===== config.mk =====
export PLATFORM = sky130hd
export DESIGN_NAME = uart_bus_master
export DESIGN_NICKNAME = d
export VERILOG_FILES = /design/src/rtl/uart_bus_pkg.sv /design/src/rtl/sync_2ff.sv /design/src/rtl/uart_bus_master.sv
export SDC_FILE = /design/constraint.sdc
export NUM_CORES = 1
export LEC_CHECK = 0
export ABC_AREA = 1
export BUFFER_PORTS_ARGS = -buffer_cell sky130_fd_sc_hd__buf_2
export CORE_MARGIN = 2
export CORE_UTILIZATION = 43
export DETAILED_ROUTE_END_ITERATION = 8
export PLACE_DENSITY = 0.78
export SETUP_SLACK_MARGIN = 0.1
export SYNTH_ARGS = -nofsm -noshare
export SYNTH_HDL_FRONTEND = slang
export SYNTH_SLANG_ARGS = --single-unit

===== constraint.sdc =====
create_clock -name clk_i -period 1.3 [get_ports clk_i]
set_input_delay 0.195 -clock clk_i [delete_from_list [all_inputs] [get_ports clk_i]]
set_output_delay 0.195 -clock clk_i [all_outputs]
set_load 0.01 [all_outputs]

===== src/rtl/uart_bus_pkg.sv =====
// Shared types for the UART host-side bus master: FSM state encoding and
// read_write_o polarity constants.
package uart_bus_pkg;

  typedef enum logic [1:0] {
    StIdle,
    StSetup,
    StStrobe,
    StRecover
  } bus_fsm_e;

  localparam logic READ  = 1'b1;
  localparam logic WRITE = 1'b0;

endpackage


===== src/rtl/sync_2ff.sv =====
// Two-flop synchronizer for a single asynchronous bit, with a configurable
// reset value and synchronous active-low reset.
module sync_2ff #(
  parameter logic ResetVal = 1'b0
) (
  input  logic clk_i,
  input  logic rst_n_i,
  input  logic d_i,
  output logic q_o
);

  logic s1_q, s2_q;

  always_ff @(posedge clk_i) begin
    if (!rst_n_i) begin
      s1_q <= ResetVal;
      s2_q <= ResetVal;
    end else begin
      s1_q <= d_i;
      s2_q <= s1_q;
    end
  end

  assign q_o = s2_q;

endmodule


===== src/rtl/uart_bus_master.sv =====
// Host-side bus master sequencing SETUP/STROBE/RECOVER cycles on the UART
// register port. Define UART_BUS_MASTER_AUTO_IRQ_EN to enable auto IRQ-ID fetch.
module uart_bus_master
  import uart_bus_pkg::*;
#(
  parameter int unsigned HOLD_CYCLES = 2,
  parameter int unsigned GAP_CYCLES  = 1,
  parameter logic [2:0]  IRQ_ID_ADDR = 3'd0
) (
  input  logic       clk_i,
  input  logic       rst_n_i,
  input  logic       req_valid_i,
  output logic       req_ready_o,
  input  logic       req_write_i,
  input  logic [2:0] req_address_i,
  input  logic [7:0] req_wdata_i,
  output logic       rsp_valid_o,
  output logic [7:0] rsp_rdata_o,
  output logic       chip_sel_n_o,
  output logic [2:0] address_o,
  output logic       read_write_o,
  output logic [7:0] data_o,
  output logic       data_oe_o,
  input  logic [7:0] data_i,
  input  logic       ireq_n_i,
  output logic       irq_o,
  output logic       irq_id_valid_o,
  output logic [2:0] irq_id_o
);

  localparam int unsigned CntMax = (HOLD_CYCLES > GAP_CYCLES) ? HOLD_CYCLES : GAP_CYCLES;
  localparam int unsigned CntW   = $clog2(CntMax + 1);
  localparam logic [CntW-1:0] HoldLoad = CntW'(HOLD_CYCLES - 1);
  localparam logic [CntW-1:0] GapLoad  = CntW'(GAP_CYCLES - 1);

  bus_fsm_e        state_q, state_d;
  logic [CntW-1:0] cnt_q, cnt_d;
  logic            cs_n_q, cs_n_d;
  logic [2:0]      addr_q, addr_d;
  logic            rw_q, rw_d;
  logic [7:0]      wdata_q, wdata_d;
  logic            oe_q, oe_d;
  logic            rsp_valid_q, rsp_valid_d;
  logic [7:0]      rdata_q, rdata_d;
  logic            ready_q, ready_d;

  logic ireq_n_sync;
  logic strobe_done;
  logic fetch_go;
  logic is_fetch;
  logic hold_off;

  sync_2ff #(
    .ResetVal(1'b1)
  ) u_irq_sync (
    .clk_i  (clk_i),
    .rst_n_i(rst_n_i),
    .d_i    (ireq_n_i),
    .q_o    (ireq_n_sync)
  );

  assign irq_o       = ~ireq_n_sync;
  assign strobe_done = (state_q == StStrobe) && (cnt_q == '0);

`ifdef UART_BUS_MASTER_AUTO_IRQ_EN
  logic       arm_q, arm_d;
  logic       fetch_q, fetch_d;
  logic       irq_prev_q;
  logic       id_valid_q, id_valid_d;
  logic [2:0] id_q, id_d;
  logic       irq_rise;

  assign irq_rise = irq_o & ~irq_prev_q;
  assign fetch_go = (state_q == StIdle) && arm_q;
  assign is_fetch = fetch_q;

  always_comb begin
    arm_d      = fetch_go ? irq_rise : (arm_q | irq_rise);
    fetch_d    = (state_q == StIdle) ? fetch_go : fetch_q;
    id_valid_d = strobe_done && fetch_q;
    id_d       = id_valid_d ? data_i[2:0] : id_q;
    hold_off   = arm_d;
  end

  always_ff @(posedge clk_i) begin
    if (!rst_n_i) begin
      arm_q      <= 1'b0;
      fetch_q    <= 1'b0;
      irq_prev_q <= 1'b0;
      id_valid_q <= 1'b0;
      id_q       <= '0;
    end else begin
      arm_q      <= arm_d;
      fetch_q    <= fetch_d;
      irq_prev_q <= irq_o;
      id_valid_q <= id_valid_d;
      id_q       <= id_d;
    end
  end

  assign irq_id_valid_o = id_valid_q;
  assign irq_id_o       = id_q;
`else
  assign fetch_go       = 1'b0;
  assign is_fetch       = 1'b0;
  assign hold_off       = 1'b0;
  assign irq_id_valid_o = 1'b0;
  assign irq_id_o       = 3'd0;
`endif

  always_comb begin
    state_d     = state_q;
    cnt_d       = cnt_q;
    cs_n_d      = cs_n_q;
    addr_d      = addr_q;
    rw_d        = rw_q;
    wdata_d     = wdata_q;
    oe_d        = oe_q;
    rsp_valid_d = 1'b0;
    rdata_d     = rdata_q;

    unique case (state_q)
      StIdle: begin
        if (fetch_go) begin
          addr_d  = IRQ_ID_ADDR;
          rw_d    = READ;
          oe_d    = 1'b0;
          state_d = StSetup;
        end else if (req_valid_i && ready_q) begin
          addr_d  = req_address_i;
          rw_d    = req_write_i ? WRITE : READ;
          wdata_d = req_wdata_i;
          oe_d    = req_write_i;
          state_d = StSetup;
        end
      end
      StSetup: begin
        cs_n_d  = 1'b0;
        cnt_d   = HoldLoad;
        state_d = StStrobe;
      end
      StStrobe: begin
        if (strobe_done) begin
          cs_n_d  = 1'b1;
          oe_d    = 1'b0;
          rw_d    = READ;
          cnt_d   = GapLoad;
          state_d = StRecover;
          // Internal ID fetches complete silently on the host response port.
          if (!is_fetch) begin
            rsp_valid_d = 1'b1;
            rdata_d     = (rw_q == READ) ? data_i : 8'h00;
          end
        end else begin
          cnt_d = cnt_q - 1'b1;
        end
      end
      StRecover: begin
        if (cnt_q == '0) begin
          state_d = StIdle;
        end else begin
          cnt_d = cnt_q - 1'b1;
        end
      end
    endcase

    ready_d = (state_d == StIdle) && !hold_off;
  end

  always_ff @(posedge clk_i) begin
    if (!rst_n_i) begin
      state_q     <= StIdle;
      cnt_q       <= '0;
      cs_n_q      <= 1'b1;
      addr_q      <= '0;
      rw_q        <= READ;
      wdata_q     <= '0;
      oe_q        <= 1'b0;
      rsp_valid_q <= 1'b0;
      rdata_q     <= '0;
      ready_q     <= 1'b1;
    end else begin
      state_q     <= state_d;
      cnt_q       <= cnt_d;
      cs_n_q      <= cs_n_d;
      addr_q      <= addr_d;
      rw_q        <= rw_d;
      wdata_q     <= wdata_d;
      oe_q        <= oe_d;
      rsp_valid_q <= rsp_valid_d;
      rdata_q     <= rdata_d;
      ready_q     <= ready_d;
    end
  end

  assign req_ready_o  = ready_q;
  assign rsp_valid_o  = rsp_valid_q;
  assign rsp_rdata_o  = rdata_q;
  assign chip_sel_n_o = cs_n_q;
  assign address_o    = addr_q;
  assign read_write_o = rw_q;
  assign data_o       = wdata_q;
  assign data_oe_o    = oe_q;

endmodule


# After elaboration in Yosys (flattened, before gate mapping)
# Cells that the tools add are included.
[classes] n_div=0 muxes=17 eq_ne=6 reduce_logical=14 n_addsub=1 n_shift=0 n_bitwise=1 magnitude_cmp=0 mul=0
[op_table] op="2-to-1 mux 2 bit" count=5
[op_table] op="AND reduction 2 bit" count=5
[op_table] op="2-to-1 mux 8 bit" count=1
[op_table] op="case mux 2 bit (4 select lines)" count=1
[op_table] op="logical NOT 2 bit" count=3
[op_table] op="2-to-1 mux 1 bit" count=6
[op_table] op="inequality test 2 bit (second input constant)" count=3
[op_table] op="case mux 1 bit (2 select lines)" count=3
[op_table] op="case mux 2 bit (3 select lines)" count=1
[op_table] op="== test 2 bit (second input constant)" count=2
[op_table] op="nonzero test 2 bit" count=2
[op_table] op="AND reduction 3 bit" count=1
[op_table] op="nonzero test 3 bit" count=1
[op_table] op="== test 2 x 1 -> 1 bit (second input constant)" count=1
[op_table] op="logical AND 1 bit" count=2
[op_table] op="subtractor 2 x 1 -> 2 bit (second input constant)" count=1
[op_table] op="inverter 1 bit" count=1
[totals] out_inout_bits=29 romBits=0 ramBits=0 inputBits=24 n_memories=0 elab_cells=51 latchBits=0 ff_bits=30

# Depth between registers and ports, before layout
[depth] word_depth=5 mapped_depth=8 ltp_nobuf=8

# By module
# Synthesis repeated with hierarchy kept, for this count alone.
[hier_totals] hier_cells=173 hier_area_um2=1402.6
[modules_own_cells] module="uart_bus_master" seq_area_each_um2=560.5 cells_per_inst=167 area_per_inst_um2=1347.5 n_inst=1
[modules_own_cells] module="sync_2ff" seq_area_each_um2=40.0 cells_per_inst=6 area_per_inst_um2=55.1 n_inst=1

# Least setup slack after synthesis
# Ideal clock, no wire load.
[synth_path] path_type="reg2reg" start="reg state_q[0]" end="reg addr_q[0], in the netlist address_o[0]" setup_ns=0.066 synth_period_minus_slack_ns=1.216 path_slack_ns=0.084 n_path_buf=1 t_required_ns=1.234 stages_incl_launch_ff=7 arrival_time_ns=1.150 cell_sequence="dfxtp_1 > inv_1 > ha_1 > nand3_2 > buf_2 > nand2_1 > a21oi_2"
[synth_via] elab_chain_cells=2
[synth_rtl] item="start, declared" line_no="uart_bus_master.sv:36" text="bus_fsm_e state_q, state_d;"
[synth_rtl] item="start signal, assigned" line_no="uart_bus_master.sv:172" text="state_q <= StIdle;"
[synth_rtl] item="start signal, assigned" line_no="uart_bus_master.sv:183" text="state_q <= state_d;"
[synth_rtl] item="logical NOT 2 bit" line_no="uart_bus_master.sv:122" text="unique case (state_q)"
[synth_rtl] item="AND reduction 2 bit (no source line)"
[synth_rtl] item="end signal, assigned" line_no="uart_bus_master.sv:186" text="addr_q <= addr_d;"
[synth_rtl] item="end, declared" line_no="uart_bus_master.sv:39" text="logic [2:0] addr_q, addr_d;"
# No other way between the ends.
# A chain may end at the register's enable or synchronous reset.

# Worst setup path after layout
[layout_path] start="reg state_q[0]" end="reg cnt_q[1]"
[layout_via] elab_chain_cells=4 word_cells_on_any_way=9 cone_classes="eq/ne (4); mux (2); reduce/logical (3)"
[layout_rtl] item="== test 2 bit" line_no="uart_bus_master.sv:63, uart_bus_master.sv:122"
[layout_rtl] item="logical AND 1 bit" line_no="uart_bus_master.sv:63" text="assign strobe_done = (state_q == StStrobe) && (cnt_q == '0);"
[layout_rtl] item="2-to-1 mux 2 bit" line_no="uart_bus_master.sv:143" text="if (strobe_done) begin"
[layout_rtl] item="case mux 2 bit (3 select lines)" line_no="uart_bus_master.sv:122"
[layout_rtl] item="end signal, assigned" line_no="uart_bus_master.sv:184" text="cnt_q <= cnt_d;"
[layout_rtl] item="end, declared" line_no="uart_bus_master.sv:37" text="logic [CntW-1:0] cnt_q, cnt_d;"
# Several ways; a longest one is shown, not always the timed one.

==> results.toml <==
[global_routing]
grt_usage_pct = 16.62
grt_pass1_wl_um = 4540
grt_max_degree = 12
grt_pass1_vias = 1103
antenna_found_initial = 0
grt.overflow.total = 0

[die]
num_rows = 20
io_pins = 53
die_w_um = 61.17
dieHeight_um = 61.17
core-area_um2 = 3078
dieArea_um2 = 3741
initial_utilization_pct = 45.65

[sta]
slew_violations = 0
min_period_ns = 1.214
timing.final.ws_setup_ns = 0.08560
setup_viol = 0
fin_crit_sh_pct = 93.42
rsz0062_at_grt = "yes"
max_freq_mhz = 823.5
hold_viol = 0
skew_ns = 0.006117
whs_ns = 0.06724

[route]
drt-total-wl_um = 2998
drtAntennaViolNets = 0
dr.pass1.iters = 4
drc = 0
via_count = 1256
via_per_inst = 4.704
drtIter0Drc = 60
wire_per_inst_um = 11.23

[clocking]
cts_made_buffers = 5
cts_sinks = 30
h-tree-depth = 2
cts_tree = "built"
root_buffer = "clkbuf_4"
clkTransAtPathRegs_ns = 0.09
insertion_delay_ns = 0.32
cts_buffer_depth = 2

[synth]
synth_area_per_cell_um2 = 8.265
yosys_register_bits = 30
synth.yosys.warnings = 0
synth_edf_count = 0
yosysSeqAreaShare_pct = 42.74
synthFlopType = "dfxtp_1"
async_reset_ff_share_pct = 0
yosys.area.top_type = "dfxtp_1"
syn_inst = 170
yosysTopAreaCellShare_pct = 42.74
synthTopCellsByArea = "dfxtp_1 43%, nand3_1 9.3%, nand2_1 8.3%"
yosysUniqueCellTypes = 25
synth.cell_area_um2 = 1405

[pwr]
internal_power_mw = 2.185
leakage_nw = 0.9033
pwr-share-clk_pct = 14.3
power_density_nw_per_um2 = 1990
swShare_pct = 40.68
power.share.combinational_pct = 49.7
pwr-share-seq_pct = 36.0
p_switching_mw = 1.498
peakVddDrop_mv = 1.006

[outcome]
status = "completed"

[critical_path]
reg2reg_to = "cnt_q[1]$_SDFFE_PN0P_"
r2r-start = "state_q[0]$_SDFF_PN0_"
crit_required_ns = 1.52
slowest_delay_ns = 0.38
critPathBufInv = 2
cp_cell_sequence = "inv_4 -> ha_4 -> o21ai_4 -> inv_2 -> o21ai_1 -> nor2_1"
criticalPathCategory = "register to register"
worst_setup_path_end_kind = "register"
cp-start-kind = "register"
worstPathArrival_ns = 1.44
reg2reg_setup_slack_ns = 0.09
cpLargestDelayFamily = "flip-flops"
path_max_fanout = 4
cp_slowest_cell = "dfxtp_4"
ff2ff_path_depth = 6

[min_path]
hold_class = "input port to register"
whs_endpoint = "u_irq_sync.s1_q$_SDFF_PN1_"
min_delay_path_depth = 2
hold_start = "ireq_n_i"

[place]
dpl_worst_slack_ns = -0.01090
port_buffers = 48
place_area_um2 = 1683
placed_cells = 259
dpl.hpwl_um = 2124
gp_congestion = 0.7288

[cells_and_area]
fin_area_um2 = 1851
diodes = 0
final_cells = 267
layout-drive-gt1-share_pct = 48.43
final_net_count = 255
area_growth_pct = 31.70
nFillCells = 282

[flow_run]
maxCapViolCount = 0
-- layout by cell type (no fill, tap or decap), drive strengths merged --
master / Yosys / layout
buf: 10 / 55
nand2: 34 / 34
dfxtp: 30 / 30
nand3: 27 / 27
inv: 20 / 20
a21oi: 14 / 14
o21ai: 12 / 12
nor2: 8 / 8
ha: 7 / 7
clkbuf: 1 / 6
conb: 1 / 4
or2: 2 / 2
nor3: 2 / 2
o211ai: 1 / 1
nand3b: 1 / 1
-- repair_timing --
item | 4_1_cts | 5_1_grt
hold buffers | 0 | 0
resized for setup | 9 | 20
pin swaps | 2 | 6
setup buffers | 1 | 1
setup endpoints to repair | 16 | 14
-- sequential cells by signal, indices dropped and copies added (netlist names) --
register         count
data_oe_o            1
data_o               8
rsp_rdata_o          8
state_q              2
u_irq_sync.q_o       1
req_ready_o          1
cnt_q                2
chip_sel_n_o         1
u_irq_sync.s1_q      1
read_write_o         1
rsp_valid_o          1
address_o            3
-- cells by family (layout without fill, tap and decap cells) --
kind of cell	Yosys count	in the layout	synth area share [%]
AO/OA/AOI/OAI	27	27	14.87
adder cells (fa/ha/maj)	7	7	6.233
buffers and inverters	31	81	11.13
flip-flops	30	30	42.74
other	1	4	0.2669
AND/OR/NAND/NOR	74	74	24.76
-- how the worst max path moves through the flow --
| stage | cells after the start | slack, ns | start | to |
|---|---|---|---|---|
| 2_1_floorplan | 6 | 0.11 | state_q[0]$_SDFF_PN0_ | cnt_q[0]$_SDFFE_PN0P_ |
| 3_3_place_gp | 6 | 0.03 | state_q[0]$_SDFF_PN0_ | rsp_rdata_o[5]$_SDFFE_PN0P_ |
| 3_5_place_dp | 6 | -0.01 | state_q[0]$_SDFF_PN0_ | rsp_rdata_o[3]$_SDFFE_PN0P_ |
| 4_1_cts | 6 | 0.11 | state_q[1]$_SDFF_PN0_ | cnt_q[0]$_SDFFE_PN0P_ |
| 5_1_grt | 6 | 0.03 | state_q[0]$_SDFF_PN0_ | cnt_q[1]$_SDFFE_PN0P_ |
| 6_report | 6 | 0.09 | state_q[0]$_SDFF_PN0_ | cnt_q[1]$_SDFFE_PN0P_ |
-- power groups by stage --
stage / Sequential [mW] / Clock [mW] / Combinational, mW
2_1_floorplan: 1.34 / 0 / 1.05
3_3_place_gp: 1.30 / 0 / 1.48
4_1_cts: 1.29 / 0.543 / 1.61
6_report: 1.32 / 0.528 / 1.83
3_5_place_dp: 1.30 / 0 / 1.50
5_1_grt: 1.35 / 0.586 / 2.04
-- synthesized netlist by cell type (3+ instances only) --
cell      n
a21oi_1   3
a21oi_2  11
buf_4     6
dfxtp_1  30
ha_1      7
inv_1    16
inv_2     4
nand2_1  31
nand3_1  26
nor2_1    7
o21ai_2   8
-- per-stage QoR --
stage          setup TNS, ns  utilization (%)  power [mW]
6_report                   0            60.12       3.683
5_1_grt                    0            60.12       3.982
4_1_cts                    0            57.93       3.443
3_5_place_dp        -0.02226            54.67       2.801
3_3_place_gp               0            54.67       2.774
2_1_floorplan              0                -       2.390
-- layout make-up --
class                      instances  area [um2]  area share (%)
tap                               44       55.05           2.975
timing repair buffer              55       312.8           16.90
multi-input combinational        112       738.2           39.89
inverter                          20       80.08           4.327
sequential                        30       613.1           33.13
clock buffer                       6       51.30           2.772
-- per-layer routing --
metal / track usage, % / routed length, um / up-vias
li1: - / - / 646
met1: 19.66 / 1306 / 557
met2: 26.90 / 1448 / 49
met3: 6.723 / 218 / 4
met4: 6.522 / 25 / 0
met5: 0 / 0 / -
-- worst reg2reg max path: cells and delay by family (launching register included) --
kind,cells,cell delay [ns]
buf+inv,2,0.12
flops,1,0.38
compound gates,2,0.32
simple gates,1,0.05
fa+ha+maj,1,0.25
No activity file was read; power rests on OpenSTA's default activity.
